===== config.mk =====
export PLATFORM = sky130hd
export DESIGN_NAME = ibex_cheri_lsu
export DESIGN_NICKNAME = d
export VERILOG_FILES = /design/src/rtl/ibex_defines.sv /design/src/rtl/ibex_cheri_lsu.sv
export SDC_FILE = /design/constraint.sdc
export NUM_CORES = 1
export LEC_CHECK = 0
export BUFFER_PORTS_ARGS = -buffer_cell sky130_fd_sc_hd__buf_2
export CORE_MARGIN = 2
export CORE_UTILIZATION = 52
export DETAILED_ROUTE_END_ITERATION = 6
export PLACE_DENSITY = 0.85
export SYNTH_ARGS = -nofsm -noshare
export SYNTH_HDL_FRONTEND = slang
export SYNTH_SLANG_ARGS = --single-unit
export TNS_END_PERCENT = 100

===== constraint.sdc =====
create_clock -name clk_i -period 14.1 [get_ports clk_i]
set_input_delay 1.41 -clock clk_i [delete_from_list [all_inputs] [get_ports clk_i]]
set_output_delay 1.41 -clock clk_i [all_outputs]
set_load 0.05 [all_outputs]

===== src/rtl/ibex_defines.sv =====
// Shared definitions for the CHERI load/store unit: FSM state
// encoding, capability width and beat count.
package ibex_defines;

   localparam int CAP_WIDTH = 93;
   localparam int CAP_BEATS = 3;

   typedef enum logic [1:0] {
      IDLE,
      REQ,
      WAIT,
      FAULT
   } cheri_lsu_state_e;

endpackage


===== src/rtl/ibex_cheri_lsu.sv =====
// CHERI load/store unit: word or 3-beat capability accesses on a 32-bit bus.
// Optional macro CHERI_CAP_ALIGN_CHECK_EN enforces 16-byte capability alignment.
module ibex_cheri_lsu
   import ibex_defines::*;
#(
   parameter int CapWidth = CAP_WIDTH
) (
   input  logic                clk_i,
   input  logic                rst_i,
   input  logic                req_i,
   input  logic                we_i,
   input  logic                cap_i,
   input  logic [31:0]         addr_i,
   input  logic [CapWidth-1:0] wdata_i,
   output logic                busy_o,
   output logic                done_o,
   output logic [CapWidth-1:0] rdata_o,
   output logic                err_o,
   output logic                misaligned_o,
   output logic                data_req_o,
   input  logic                data_gnt_i,
   input  logic                data_rvalid_i,
   input  logic                data_err_i,
   output logic [31:0]         data_addr_o,
   output logic                data_we_o,
   output logic [3:0]          data_be_o,
   output logic [31:0]         data_wdata_o,
   input  logic [31:0]         data_rdata_i
);

   cheri_lsu_state_e state_q, state_d;

   logic [1:0]          beat_q, beat_d;
   logic                we_q;
   logic                cap_q;
   logic [29:0]         addr_q;
   logic [CapWidth-1:0] wdata_q;
   logic [CapWidth-1:0] acc_q, acc_d;

   logic                done_q, done_d;
   logic                err_q, err_d;
   logic                mis_q, mis_d;
   logic [CapWidth-1:0] rdata_q, rdata_d;

   logic                word_ok;
   logic                cap_ok;
   logic                aligned;
   logic                last_beat;
   logic                in_req;
   logic [31:0]         beat_wdata;

   assign word_ok = (addr_i[1:0] == 2'b00);
`ifdef CHERI_CAP_ALIGN_CHECK_EN
   assign cap_ok  = (addr_i[3:0] == 4'h0);
`else
   assign cap_ok  = (addr_i[1:0] == 2'b00);
`endif
   assign aligned = cap_i ? cap_ok : word_ok;

   assign last_beat = cap_q ? (beat_q == 2'(CAP_BEATS - 1))
                            : (beat_q == 2'd0);

   // Select the current 32-bit store beat; bits above CapWidth read as 0.
   always_comb begin
      beat_wdata = '0;
      for (int i = 0; i < CapWidth; i++) begin
         if (2'(i / 32) == beat_q) beat_wdata[i % 32] = wdata_q[i];
      end
   end

   assign in_req       = (state_q == REQ);
   assign busy_o       = (state_q != IDLE);
   assign data_req_o   = in_req;
   assign data_we_o    = in_req & we_q;
   assign data_be_o    = {4{in_req}};
   assign data_addr_o  = in_req ? ({addr_q, 2'b00} + {28'd0, beat_q, 2'b00})
                                : 32'd0;
   assign data_wdata_o = in_req ? beat_wdata : 32'd0;

   assign done_o       = done_q;
   assign err_o        = err_q;
   assign misaligned_o = mis_q;
   assign rdata_o      = rdata_q;

   // Next-state, beat sequencing, load accumulation and completion status.
   always_comb begin
      state_d = state_q;
      beat_d  = beat_q;
      acc_d   = acc_q;
      done_d  = 1'b0;
      err_d   = 1'b0;
      mis_d   = 1'b0;
      rdata_d = '0;
      unique case (state_q)
         IDLE: begin
            if (req_i) begin
               beat_d  = 2'd0;
               acc_d   = '0;
               state_d = aligned ? REQ : FAULT;
            end
         end
         REQ: begin
            if (data_gnt_i) state_d = WAIT;
         end
         WAIT: begin
            if (data_rvalid_i) begin
               if (!we_q) begin
                  for (int i = 0; i < CapWidth; i++) begin
                     if (2'(i / 32) == beat_q) acc_d[i] = data_rdata_i[i % 32];
                  end
               end
               if (data_err_i || last_beat) begin
                  state_d = IDLE;
                  done_d  = 1'b1;
                  err_d   = data_err_i;
                  rdata_d = we_q ? '0 : acc_d;
               end else begin
                  beat_d  = beat_q + 2'd1;
                  state_d = REQ;
               end
            end
         end
         FAULT: begin
            state_d = IDLE;
            done_d  = 1'b1;
            mis_d   = 1'b1;
         end
         default: state_d = IDLE;
      endcase
   end

   // FSM state, beat counter, accumulator and registered results.
   always_ff @(posedge clk_i or posedge rst_i) begin
      if (rst_i) begin
         state_q <= IDLE;
         beat_q  <= 2'd0;
         acc_q   <= '0;
         done_q  <= 1'b0;
         err_q   <= 1'b0;
         mis_q   <= 1'b0;
         rdata_q <= '0;
      end else begin
         state_q <= state_d;
         beat_q  <= beat_d;
         acc_q   <= acc_d;
         done_q  <= done_d;
         err_q   <= err_d;
         mis_q   <= mis_d;
         rdata_q <= rdata_d;
      end
   end

   // Capture the request attributes when a new access is accepted.
   always_ff @(posedge clk_i or posedge rst_i) begin
      if (rst_i) begin
         we_q    <= 1'b0;
         cap_q   <= 1'b0;
         addr_q  <= '0;
         wdata_q <= '0;
      end else if (state_q == IDLE && req_i) begin
         we_q   <= we_i;
         cap_q  <= cap_i;
         addr_q <= addr_i[31:2];
         if (we_i) wdata_q <= wdata_i;
      end
   end

endmodule


==> impl_metrics.ini <==
[finish]
final_area_sq_um = 16900
drive_gt1_share_pct = 31.4
area_growth_pct = 20.9
finalNonFillerCells = 2077
nets = 1874

[grt]
grt_pass1_wl_mm = 58.7
grt_antenna_before_repair = 10
grt_pass1_vias = 11600
grt_max_degree = 185
grt_util_all_layers_pct = 25.8
grt_overflow_total = 0

[synthesis]
synth_cell_types = 44
postSynthCellCount = 1431
yosysTopAreaCell = dfrtp_1
synthXorXnorAreaFrac_pct = 0.751
synth_top_family_by_area = simple AND/OR/NAND/NOR gates
synth-compound-area-share_pct = 10.7
ys_ff_latch = 318
synthMuxAreaShare_pct = 10.2
synth_ff_type = dfrtp_1
synth_edf_count = 0
synthSimpleGateAreaFrac_pct = 17.3
yosys.area.top_type_share_pct = 56.8
synth_area_sq_um = 14000
seq_area_frac_synth_pct = 56.8
synth_area_leaders = dfrtp_1 57%, nand2_1 11%, mux2_2 10%, a21oi_1 6.1%, o21ai_0 3.5%
yosysWarnings = 0
avgSynthCellArea_sq_um = 9.78
synthAdderAreaFrac_pct = 0.590
async_flop_share_pct = 100

[worst_setup_path]
worstPathArrival_ns = 2.96
critPathRequiredTime_ns = 12.69
r2r-start = beat_q[1]
worstPathMaxFanout = 15
regToRegEndpoint = acc_q[44]
cp-end-kind = output pin
r2r.worst_path.cells = 6
r2r_setup_slack_ns = 11.33
crit_start = beat_q[0]
path_class = flip-flop to output pin
cpPeakStageDelay_ns = 0.56
critPathSlowestCell = or4_1
start_kind = flip-flop
crit_path_cell_trace = ha_1, fa_1, and4_2, nand4_4, or4_1, a21oi_1, buf_2

[drt]
drc = 0
via_per_inst = 5.60
wl_mm = 36.8
wl_per_cell_um = 17.7
ant_nets = 0
drtIter0Drc = 1068
drt-pass1-iter-count = 5
via_count = 11600

[placement]
dp_hpwl_mm = 23.4
place_area_sq_um = 15800
gp_congestion = 0.863
post-place-ws_ns = 10.31
placedCellCount = 2008
port_buffers = 329

[flow_run]
maxCapViolations = 0

[sta]
drv_slew = 0
fin_crit_sh_pct = 31.0
setup_slack_ns = 9.73
fin_setup_tns_ns = 0
maxSlewHeadroom_pct = 24.3
fin_worst_skew_ns = 0.0217
rsz0062_at_grt = no
setup_viol = 0
worst_pin_slew_ns = 1.13
finalHoldViolCount = 0
fmax_ghz = 0.229
layout_min_cycle_time_ns = 4.37

[clocking]
post_cts_resized = 0
numCtsBuffers = 34
cts_root_buffer = clkbuf_16
htreeDepth = 2
cts.sinks = 318
ctsHoldBuffers = 0
post-cts-setup-buffers = 0
cts_buffer_depth = 3
clkLatencyLatePin_ns = 0.53
clk_pin_slew_worst_paths_ns = 0.06
cts_tree = done

[power]
p_leak_nw = 7.94
ir_worst_vdd_v = 0.000160
p_per_area_nw_per_um2 = 222

[die]
core_area_sq_um = 26700
die-area_sq_um = 28300
ios = 332
die_x_um = 168
die_h_um = 168
initial_core_util_pct = 52.4
num_rows = 60

[worst_hold_path]
whs_path_depth = 1
hold_path.class = flip-flop to flip-flop
min_to = wdata_q[6]
hold_start = wdata_q[6]

[status]
status = finished clean
-- layer usage --
layer	global-route usage (%)	vias up	part of all wire (%)
met4	12.0	2	3.8
met5	0	-	0.035
met3	7.01	94	7.9
met1	31.6	5714	39
li1	-	5333	-
met2	42.8	483	49
-- synth_stat cells (all sizes together) (2+ instances only) --
library cell,n
nand2,419
clkbuf,76
nand3b,31
a41o,2
dfrtp,318
nor2,58
a21oi,170
nand4,8
ha,5
and4,4
a31oi,2
or3,3
a21o,2
o31ai,10
xnor2,4
mux2,125
nand2b,5
o21ai,98
and2,5
nor2b,4
xor2,8
and3,5
or4,10
nand3,8
buf,33
mux2i,2
inv,8
-- how the worst max path moves through the flow --
stage                                  to  slack [ns]  cells after the start
after CTS                 data_addr_o[22]        9.75                      7
final                     data_addr_o[22]        9.73                      7
after global routing      data_addr_o[22]        9.57                      7
after global placement    data_addr_o[28]       10.37                      7
after detailed placement  data_addr_o[22]       10.31                      7
after floorplan                  acc_q[0]        3.89                      1
-- power by group --
group / leakage [nW] / internal [mW] / switching, mW / total [mW]
Sequential: 4.15 / 1.19 / 0.191 / 1.38
Clock: 0.550 / 0.510 / 0.369 / 0.879
Combinational: 3.24 / 0.488 / 1.00 / 1.49
Total: 7.94 / 2.19 / 1.56 / 3.75
-- sequential cells by signal, indices dropped and copies added, names as in the netlist, 2 cells and up --
register and cells:
wdata_q 93, addr_q 30, acc_q 93, state_q 2
rdata_o 93, beat_q 2
-- per-stage QoR --
step	hold slack (ns)	power, mW	utilization, %
6_report	0.507	3.75	63.3
5_1_grt	0.519	3.96	63.3
4_1_cts	0.509	3.76	63.3
3_5_place_dp	0.496	2.87	59.1
3_3_place_gp	0.490	2.81	59.1
2_1_floorplan	0.480	2.49	-
-- logic make-up after synthesis --
family          Yosys count
xor+xnor                 12
fa+ha+maj                 6
compound gates          288
mux                     127
simple gates            562
other cells               1
buf+inv                 117
flops                   318
-- critical path, delay by kind of cell (launching register included) --
kind                     cells  cell delay [ns]
AND/OR/NAND/NOR              3             1.08
adder cells (fa/ha/maj)      2             0.47
flip-flops                   1             0.42
AO/OA/AOI/OAI                1             0.17
buffers and inverters        1             0.30
-- final cells by class --
type | count | area [sq um]
tap | 341 | 427
timing repair buffer | 344 | 1770
antenna | 9 | 22.5
fill | 2088 | 9800
sequential | 318 | 7960
clock buffer | 48 | 983
inverter | 8 | 37.5
multi-input combinational | 997 | 5590
clock inverter | 12 | 135
-- placed cells by master (no fill, tap or decap), types with 3 or more instances in the layout --
master,n
nand4_1,6
nand2b_1,4
nor2b_2,3
xnor2_1,4
inv_1,7
and3_1,3
ha_1,3
buf_4,14
xor2_1,8
nand2_1,417
clkbuf_16,34
nand3_1,7
a21oi_1,170
nor2_1,55
diode_2,9
or3_1,3
or4_1,10
and2_1,4
dfrtp_1,318
nand3b_1,31
o21ai_0,98
mux2_2,125
clkbuf_8,8
o31ai_1,10
clkinv_2,7
buf_2,329
nor2_4,3
and4_1,3
clkbuf_1,6
Power figures use the tool's default switching activity.
